==> src/rtl/keccak_pkg.sv <==
// Shared types and constants for the Keccak round scheduler.
package keccak_pkg;

    localparam int NUM_ROUNDS_DEFAULT = 24;
    localparam int IDX_W_DEFAULT      = 5;
    localparam int Z_WIDTH            = 64;

    typedef logic [IDX_W_DEFAULT-1:0] round_idx_t;

    typedef enum logic [1:0] {
        S_IDLE    = 2'd0,
        S_ABSORB  = 2'd1,
        S_ROUND   = 2'd2,
        S_SQUEEZE = 2'd3
    } sched_state_t;

endpackage

==> src/rtl/keccak_round_counter.sv <==
// Round counter: steps through 0..NUM_ROUNDS-1 and wraps to 0 after the last round.
// Optional UNROLL2_EN: two rounds per cycle, stepping by 2, with idx_b = idx + 1.
module keccak_round_counter #(
    parameter int NUM_ROUNDS = 24,
    parameter int IDX_W      = 5
) (
    input  logic             CLK,
    input  logic             RST,
    input  logic             en,
    output logic [IDX_W-1:0] idx,
    output logic [IDX_W-1:0] idx_b,
    output logic             last
);

`ifdef UNROLL2_EN
    localparam int STEP = 2;
`else
    localparam int STEP = 1;
`endif

    logic [IDX_W-1:0] cnt_q;

    assign last = (cnt_q == IDX_W'(NUM_ROUNDS - STEP));
    assign idx  = cnt_q;

`ifdef UNROLL2_EN
    assign idx_b = cnt_q + IDX_W'(1);
`else
    assign idx_b = '0;
`endif

    always_ff @(posedge CLK) begin
        if (RST) begin
            cnt_q <= '0;
        end else if (en) begin
            cnt_q <= last ? '0 : cnt_q + IDX_W'(STEP);
        end
    end

endmodule

==> src/rtl/keccak_round_scheduler.sv <==
// Keccak absorb/permute/squeeze control FSM driving an external state datapath.
// Optional UNROLL2_EN (handled in keccak_round_counter): two rounds per ROUND cycle.
module keccak_round_scheduler
    import keccak_pkg::*;
#(
    parameter int NUM_ROUNDS = NUM_ROUNDS_DEFAULT,
    parameter int IDX_W      = IDX_W_DEFAULT
) (
    input  logic             CLK,
    input  logic             RST,
    input  logic             CE,
    input  logic             BLK_VALID,
    input  logic             BLK_LAST,
    output logic             BLK_READY,
    output logic             STATE_LOAD,
    output logic             STATE_CLEAR,
    output logic             ROUND_EN,
    output logic [IDX_W-1:0] ROUND_IDX,
    output logic [IDX_W-1:0] ROUND_IDX_B,
    output logic             DIGEST_VALID,
    input  logic             DIGEST_ACK,
    output logic             WAIT_FOR_NEW_MESSAGE
);

    sched_state_t     state_q, state_d;
    logic             last_q, last_d;
    logic             wfnm_q, wfnm_d;
    logic             rst_clr_q;
    logic             ack_clr;
    logic             cnt_en;
    logic             cnt_last;
    logic [IDX_W-1:0] cnt_idx;
    logic [IDX_W-1:0] cnt_idx_b;

    assign cnt_en = (state_q == S_ROUND) && CE;

    keccak_round_counter #(
        .NUM_ROUNDS (NUM_ROUNDS),
        .IDX_W      (IDX_W)
    ) u_round_counter (
        .CLK   (CLK),
        .RST   (RST),
        .en    (cnt_en),
        .idx   (cnt_idx),
        .idx_b (cnt_idx_b),
        .last  (cnt_last)
    );

    always_ff @(posedge CLK) begin
        // clear stays up for one extra cycle after reset is released
        rst_clr_q <= RST;
        if (RST) begin
            state_q <= S_IDLE;
            last_q  <= 1'b0;
            wfnm_q  <= 1'b1;
        end else begin
            state_q <= state_d;
            last_q  <= last_d;
            wfnm_q  <= wfnm_d;
        end
    end

    always_comb begin
        state_d    = state_q;
        last_d     = last_q;
        wfnm_d     = wfnm_q;
        BLK_READY  = 1'b0;
        STATE_LOAD = 1'b0;
        ROUND_EN   = 1'b0;
        ack_clr    = 1'b0;
        case (state_q)
            S_IDLE: begin
                BLK_READY = CE;
                if (CE && BLK_VALID) begin
                    last_d  = BLK_LAST;
                    wfnm_d  = 1'b0;
                    state_d = S_ABSORB;
                end
            end
            S_ABSORB: begin
                STATE_LOAD = CE;
                if (CE) begin
                    state_d = S_ROUND;
                end
            end
            S_ROUND: begin
                ROUND_EN = CE;
                if (CE && cnt_last) begin
                    state_d = last_q ? S_SQUEEZE : S_IDLE;
                end
            end
            S_SQUEEZE: begin
                if (CE && DIGEST_ACK) begin
                    ack_clr = 1'b1;
                    wfnm_d  = 1'b1;
                    last_d  = 1'b0;
                    state_d = S_IDLE;
                end
            end
            default: state_d = S_IDLE;
        endcase
    end

    assign ROUND_IDX            = (state_q == S_ROUND) ? cnt_idx : '0;
    assign ROUND_IDX_B          = (state_q == S_ROUND) ? cnt_idx_b : '0;
    assign DIGEST_VALID         = (state_q == S_SQUEEZE);
    assign WAIT_FOR_NEW_MESSAGE = wfnm_q && (state_q == S_IDLE);
    assign STATE_CLEAR          = RST || rst_clr_q || ack_clr;

endmodule

==> config.mk <==
export PLATFORM = sky130hd
export DESIGN_NAME = keccak_round_scheduler
export DESIGN_NICKNAME = d
export VERILOG_FILES = /design/src/rtl/keccak_pkg.sv /design/src/rtl/keccak_round_counter.sv /design/src/rtl/keccak_round_scheduler.sv
export SDC_FILE = /design/constraint.sdc
export NUM_CORES = 1
export LEC_CHECK = 0
export BUFFER_PORTS_ARGS = -buffer_cell sky130_fd_sc_hd__clkbuf_2
export CORE_AREA = 2 2 39 41
export CTS_BUF_LIST = sky130_fd_sc_hd__clkbuf_4
export CTS_CLUSTER_DIAMETER = 50
export DETAILED_ROUTE_END_ITERATION = 8
export DIE_AREA = 0 0 41 43
export GPL_TIMING_DRIVEN = 0
export PLACE_DENSITY = 0.72
export SLEW_MARGIN = 0
export SYNTH_ARGS = -nofsm -noshare
export SYNTH_HDL_FRONTEND = slang
export SYNTH_SLANG_ARGS = --single-unit
==> constraint.sdc <==
create_clock -name CLK -period 2.7 [get_ports CLK]
set_clock_uncertainty 0.1 [all_clocks]
set_input_delay 0 -clock CLK [delete_from_list [all_inputs] [get_ports CLK]]
set_output_delay 0 -clock CLK [all_outputs]
set_load 0.1 [all_outputs]
# == Word-level counts from Yosys, hierarchy flattened ==
# Index checks and enable logic that the tools add are counted.
# totals
elab_cells,44
mem_count,0
output_inout_bits,16
register_bits,10
ramBits,0
latch_bits,0
romBits,0
# op_classes
addsub,1
div_mod_pow,0
n_lt_le_gt_ge,0
eq_ne,8
n_reduce_logical,11
shift,0
n_bitwise,0
mux,19
n_mul,0
# ops
cell,count
$mux W2,5
$mux W5,2
$mux W1,9
$pmux W2 S4,1
$add A5 B1 Y5 const B,1
$eq A5 B5 Y1 const B,1
$logic_and A1 B1 Y1,5
$eq A2 B2 Y1 const B,2
$ne A2 B1 Y1 const B,2
$ne A2 B2 Y1 const B,2
$pmux W1 S2,2
$reduce_and A4 Y1,1
$reduce_and A3 Y1,1
$eq A2 B1 Y1 const B,1
$logic_not A2 Y1,1
$logic_or A1 B1 Y1,2
$reduce_bool A2 Y1,1

# == Depth between registers and ports, before layout ==
# Gate-level depths: netlist of run 1.
# logic_depth
ltp_word,4
ltp_mapped,5

# == Modules after synthesis ==
# A second synthesis of run 1 with hierarchy kept.
# unflattened
hier_cells,74
hier_area_um2,618.1
# modules_own_cells
module,area_per_inst_um2,cells_each,seq_area_each_um2,instances
keccak_round_scheduler,354.1,44,100.1,1
keccak_round_counter,264.0,30,100.1,1

# == Worst setup path before layout of run 1 ==
# OpenSTA, ideal clock, no wires.
# synth_timing
kind,register to output
start,register state_q[1]
end,output port WAIT_FOR_NEW_MESSAGE
n_path_buf,1
setup_slack_ns,-0.107
arrival_time_ns,2.707
stages_incl_launch_ff,3
path_cell_list,dfxtp_1 clkbuf_1 nor3b_1
# synth_between
elab_chain_len,2
# synth_rtl
element,line,text
from (decl),keccak_round_scheduler.sv:25,"sched_state_t state_q, state_d;"
from (signal assigned),keccak_round_scheduler.sv:57,state_q <= state_d;
$logic_not A2 Y1,keccak_round_scheduler.sv:107,assign WAIT_FOR_NEW_MESSAGE = wfnm_q && (state_q == S_IDLE);
$logic_and A1 B1 Y1,keccak_round_scheduler.sv:107,
to (decl),keccak_round_scheduler.sv:22,output logic WAIT_FOR_NEW_MESSAGE
# No other way between the ends.

# == Worst setup path in the final report of run 1 ==
# layout_timing
start,register state_q[1]
end,output port ROUND_IDX[2]
# layout_between
elab_chain_len,2
# layout_rtl
element,line,text
$eq A2 B2 Y1,keccak_round_scheduler.sv:104,assign ROUND_IDX = (state_q == S_ROUND) ? cnt_idx : '0;
$mux W5,keccak_round_scheduler.sv:104,
to (decl),keccak_round_scheduler.sv:18,"output logic [IDX_W-1:0] ROUND_IDX,"
# No other way between the ends.

==> flow_metrics.py, run 1 <==
metrics = {
    "outcome": {
        "status": "completed",
    },
    "pwr": {
        "seqPwrFrac_pct": 41.6,
        "internal-power_mw": 0.230,
        "combPwrFrac_pct": 31.2,
        "p_per_area_mw_per_mm2": 497,
        "power.switching_mw": 0.144,
        "p_leak_nw": 0.347,
        "clockPowerShare_pct": 27.2,
        "ir_drop_mv": 0.236,
        "switching_share_pct": 38.6,
    },
    "place": {
        "gp_congestion": 0.761,
        "place_hpwl_um": 845,
        "port_buffers": 16,
    },
    "synthesis": {
        "synth_ff_type": "dfxtp_1",
        "synth_area_leaders": "dfxtp_1 35%, buf_4 7.8%, and2_1 5.4%, a21oi_1 5.2%, nand2_1 4.5%",
        "synth_edf_count": 0,
        "synth_cells": 70,
        "synth-simple-area-share_pct": 33.5,
        "seq_area_frac_synth_pct": 34.6,
        "syn-cell-area_um2": 579,
        "synth-xor-area-share_pct": 1.51,
        "synth_fa_ha_area_share_pct": 2.16,
        "synth_compound_area_share_pct": 14.7,
        "syn_area_per_cell_um2": 8.28,
        "netlist.area_leader.share_pct": 34.6,
        "synth_largest_area_cell": "dfxtp_1",
        "synth_top_family_by_area": "simple AND/OR/NAND/NOR gates",
        "async_flop_share_pct": 0,
        "synthMuxAreaShare_pct": 0,
        "ys_ff_latch": 10,
        "synth_cell_types": 31,
        "yosysWarningCount": 0,
    },
    "finish": {
        "fin_nets": 105,
        "nFillCells": 138,
        "antenna_cells": 0,
        "final_cell_mix": "16 x clkbuf_2, 10 x dfxtp_1, 7 x nand2_1",
        "layout_commonest_cell": "clkbuf_2",
        "final_core_util_pct": 54.3,
        "drive_above_1_share_pct": 31.3,
        "area_growth_pct": 29.8,
    },
    "sta": {
        "tightestPinTransition_ps": 539,
        "grt_setup_unrepaired": "false",
        "hold_viol_final": 0,
        "slew_headroom_pct": 64.2,
        "drv_slew": 0,
        "period_needed_ps": 1960,
        "fmaxAchievable_mhz": 511,
        "tns_ps": 0,
        "finalCritPeriodShare_pct": 72.5,
        "finalSetupViolations": 0,
    },
    "setup_path": {
        "crit_arrival_ps": 1860,
        "worstSetupStartpointType": "flip-flop",
        "reg2reg_depth": 4,
        "cp_max_fo": 10,
        "critPathKind": "reg2out",
        "critPathCaptureType": "output port",
        "required_ps": 2600,
    },
    "clock_tree": {
        "postCtsSetupRepairBufs": 0,
        "cts_buffers": 3,
        "insertion_delay_ps": 270,
        "cts.sinks": 10,
        "cts_tree": "done",
        "clockBufferDepth": 2,
        "ctsResizeCount": 0,
        "root_buffer": "clkbuf_4",
        "cts.clk_slew.worst_paths_ps": 70,
        "htree_levels": 1,
    },
    "detailed_routing": {
        "wl_per_cell_um": 10.5,
        "via_per_inst": 4.93,
        "dr_wl_met2_um": 531,
        "routed_wl_mm": 1.18,
        "drtIter0Drc": 17,
        "drtAntennaViolNets": 0,
        "drc_errors": 0,
        "wl_met3_um": 92,
        "first_pass_iters": 4,
        "top_layer": "met4",
        "wl_met1_um": 534,
        "vias": 552,
    },
    "global_routing": {
        "grt_pass1_wl_mm": 1.99,
        "gr-usage-all-layers_pct": 16.4,
        "grt_pass1_vias": 459,
        "antenna_found_initial": 0,
        "overflow": 0,
        "grt_max_degree": 11,
    },
    "min_path": {
        "min_path_cells": 3,
        "min_path_type": "in2reg",
    },
    "floorplanning": {
        "initial_core_util_pct": 41.9,
        "core-area_mm2": 0.00138,
        "die_y_um": 43,
        "chipWidth_um": 41,
        "io_pins": 22,
        "dieArea_mm2": 0.00176,
        "row_count": 14,
    },
    "job": {
        "drv_cap": 0,
    },
}
==> final cells by class <==
cell class	instances	area [um^2]	area share, %
Tap cell	16	20.0	2.66
Multi-Input combinational cell	52	324	43.1
Clock buffer	3	22.5	3.00
Inverter	4	15.0	2.00
Timing Repair Buffer	19	110	14.6
Buffer	8	60.1	7.99
Sequential cell	10	200	26.6
==> registers in the layout, summed over array words and instances, names as in the netlist <==
register,cells
u_round_counter.idx,5
state_q,2
last_q,1
rst_clr_q,1
wfnm_q,1
==> synth_stat cells, types with 2 or more instances <==
master     n
nor2_1     2
or4b_1     2
a21oi_1    6
nand3_1    3
buf_4      6
o21ai_0    3
nand2b_1   2
dfxtp_1   10
and2_1     5
nand2_1    7
inv_1      4
==> per-layer routing <==
metal  track usage, %  up-vias
met5                0        -
met4             8.00        0
met3             4.71        4
met2             22.5       22
met1             22.8      238
li1                 -      288
==> logic make-up after synthesis <==
kind of cell / after synthesis
compound gates: 14
fa+ha+maj: 1
other cells: 1
flops: 10
buf+inv: 12
simple gates: 31
xor+xnor: 1
==> through the flow <==
stage | cell area (um^2) | hold slack [ps] | power [mW] | setup WS (ps) | std cells
4_1_cts | 752 | 12.7 | 0.372 | 745 | 112
6_report | 752 | 4.52 | 0.374 | 742 | 112
2_1_floorplan | 599 | -72.3 | 0.257 | 827 | 74
3_3_place_gp | 699 | 18.1 | 0.271 | 1050 | 106
3_5_place_dp | 699 | 21.8 | 0.272 | 1040 | 106
5_1_grt | 752 | 72.8 | 0.387 | 654 | 112
==> final timing paths <==
check	start	end	slack (ps)
setup / recovery	state_q[1]	ROUND_IDX[2]	740
hold / removal	BLK_VALID	last_q	5
hold reg to reg	wfnm_q	wfnm_q	340
setup reg to reg	u_round_counter.idx[0]	state_q[0]	1100
==> worst max-delay path: stages (launching register included) <==
cell,delay (ps)
dfxtp_1,380
clkbuf_1,350
and2b_2,270
and2_1,130
clkbuf_2,450
==> what timing repair did <==
action                                  4_1_cts  5_1_grt
endpoints found under the setup margin        0        0
endpoints found under the hold margin        10        0
hold buffers                                  3        0
==> power by group through the flow <==
| stage | logic [mW] | registers [mW] | clock network (mW) |
|---|---|---|---|
| 2_1_floorplan | 0.0992 | 0.158 | 0 |
| 3_3_place_gp | 0.113 | 0.159 | 0 |
| 6_report | 0.117 | 0.156 | 0.102 |
| 4_1_cts | 0.117 | 0.156 | 0.0996 |
| 3_5_place_dp | 0.113 | 0.159 | 0 |
| 5_1_grt | 0.123 | 0.156 | 0.108 |
(Power assumes the default switching activity.)
==> inputs of run 2 (changes only) <==
==> constraint.sdc (replaced) <==
create_clock -name CLK -period 2 [get_ports CLK]
set_clock_uncertainty 0.1 [all_clocks]
set_input_delay 0 -clock CLK [delete_from_list [all_inputs] [get_ports CLK]]
set_output_delay 0 -clock CLK [all_outputs]
set_load 0.1 [all_outputs]
==> run 2 against run 1 <==
- combinational power rose by 35%
- via count grew 1.4%
- final cell count unchanged
- non-clock buffer count unchanged
- die area unchanged
- register-to-register slack worse by 720 ps
- clock power increased by 33%
- core utilization up 0.72 points
- sequential share of layout area shrank 0.35 points
- global-route usage did not move
- routed wire length fell by 0.26%
- critical endpoint is now ROUND_IDX[3]
- largest cell class unchanged
==> flow_metrics.py, run 2 (synthesized netlist as in run 1, its figures left out) <==
metrics = {
    "finish": {
        "largest_reg_flops": 5,
        "final_cell_mix": "10 x clkbuf_2, 10 x dfxtp_1, 7 x nand2_1, 7 x clkbuf_4",
        "area_growth_pct": 31.5,
        "finalInstanceArea_um2": 762,
        "fin_cells": 112,
        "nFillCells": 137,
        "fin_nets": 105,
        "antenna_cells": 0,
        "drive_above_1_share_pct": 31.3,
    },
    "detailed_routing": {
        "drc_errors": 0,
        "vias": 560,
        "first_pass_iters": 6,
        "wl_per_cell_um": 10.5,
        "routed_wl_mm": 1.17,
        "drtIter0Drc": 17,
        "via_per_inst": 5.00,
        "drtAntennaViolNets": 0,
    },
    "setup_path": {
        "r2r-start": "u_round_counter.idx[0]",
        "crit_start": "state_q[1]",
        "cp_max_fo": 10,
        "crit_path_end": "ROUND_IDX[3]",
        "critPathCaptureType": "output port",
        "worstSetupStartpointType": "flip-flop",
        "reg2reg_depth": 4,
        "reg2reg_setup_slack_ps": 380,
        "crit_arrival_ps": 1820,
        "required_ps": 1900,
        "critPathKind": "reg2out",
        "rr_endpoint": "state_q[0]",
    },
    "clock_tree": {
        "clockBufferDepth": 2,
        "postCtsSetupRepairBufs": 0,
        "htree_levels": 1,
        "cts.clk_slew.worst_paths_ps": 70,
        "cts_tree": "done",
        "insertion_delay_ps": 260,
        "cts.sinks": 10,
        "root_buffer": "clkbuf_4",
        "cts_buffers": 3,
    },
    "floorplanning": {
        "chipWidth_um": 41,
        "dieArea_mm2": 0.00176,
        "row_count": 14,
        "die_y_um": 43,
        "io_pins": 22,
        "initial_core_util_pct": 41.9,
        "core-area_mm2": 0.00138,
    },
    "global_routing": {
        "grt_pass1_vias": 459,
        "overflow": 0,
        "grt_max_degree": 11,
        "grt_pass1_wl_mm": 1.99,
        "antenna_found_initial": 0,
        "gr-usage-all-layers_pct": 16.4,
    },
    "outcome": {
        "status": "completed",
    },
    "pwr": {
        "combPwrFrac_pct": 31.4,
        "total_power_mw": 0.504,
        "seqPwrFrac_pct": 41.6,
        "p_per_area_mw_per_mm2": 662,
        "switching_share_pct": 38.4,
        "power.switching_mw": 0.194,
        "clockPowerShare_pct": 27.0,
        "ir_drop_mv": 0.321,
        "internal-power_mw": 0.311,
        "p_leak_nw": 0.351,
    },
    "place": {
        "gp_congestion": 0.761,
        "port_buffers": 16,
        "place_hpwl_um": 845,
        "dp_cells": 106,
        "postPlaceCellArea_um2": 699,
    },
    "sta": {
        "period_needed_ps": 1920,
        "tns_ps": 0,
        "fmaxAchievable_mhz": 522,
        "tightestPinTransition_ps": 539,
        "drv_slew": 0,
        "slew_headroom_pct": 64.2,
        "finalSetupViolations": 0,
        "grt_setup_unrepaired": "false",
        "hold_viol_final": 0,
        "whs_ps": 8.32,
        "finalCritPeriodShare_pct": 95.8,
    },
    "job": {
        "drv_cap": 0,
    },
    "min_path": {
        "min_path_type": "in2reg",
    },
}
run 2: changes by cell type in the layout (fill, tap and decap cells not counted), sizes merged:
cell    before  now
clkbuf      20   18
buf          7    9
run 2: how the worst min path moves through the flow:
stage	endpoint	startpoint	cells past startpoint
final	last_q	BLK_VALID	3
after global routing	last_q	BLK_VALID	3
after CTS	last_q	BLK_VALID	3
after detailed placement	rst_clr_q	RST	1
after global placement	rst_clr_q	RST	1
after floorplan	rst_clr_q	RST	0
run 2: through the flow:
| stage | setup WS, ps | utilization, % |
|---|---|---|
| CTS | 45.3 | 54.3 |
| global placement | 351 | 50.5 |
| floorplan | 127 | - |
| global route | 0.800 | 55.1 |
| detailed placement | 342 | 50.5 |
| finish | 83.2 | 55.1 |
run 2: per-layer routing:
layer | global-route usage [%] | part of all wire [%] | vias up
met5 | 0 | 0 | -
met4 | 8.00 | 1.5 | 0
met3 | 4.71 | 7.8 | 4
met2 | 22.5 | 45 | 28
met1 | 22.8 | 45 | 238
li1 | - | - | 290
run 2: cell type report:
cell class                 instances  area (um^2)  area share [%]
tap                               16         20.0            2.63
inverter                           4         15.0            1.97
buffer                             8         60.1            7.88
clock buffer                       3         22.5            2.96
sequential                        10          200            26.3
multi-input combinational         52          324            42.5
timing repair buffer              19          120            15.8
run 2: what timing repair did:
| item | in CTS | in global routing |
|---|---|---|
| gates resized for setup | 0 | 10 |
| hold buffers | 3 | 0 |
| setup endpoints to repair | 0 | 6 |
| endpoints found under the hold margin | 10 | 0 |
run 2: critical path: stages (launching register included):
cell and delay [ps]:
dfxtp_1 380, clkbuf_1 360, and2b_2 270, and2_1 130, buf_2 410
run 2: power groups by stage:
stage	logic, mW	clock network, mW	registers, mW
6_report	0.158	0.136	0.210
2_1_floorplan	0.134	0	0.213
3_5_place_dp	0.153	0	0.214
5_1_grt	0.166	0.146	0.211
4_1_cts	0.158	0.134	0.210
3_3_place_gp	0.152	0	0.214
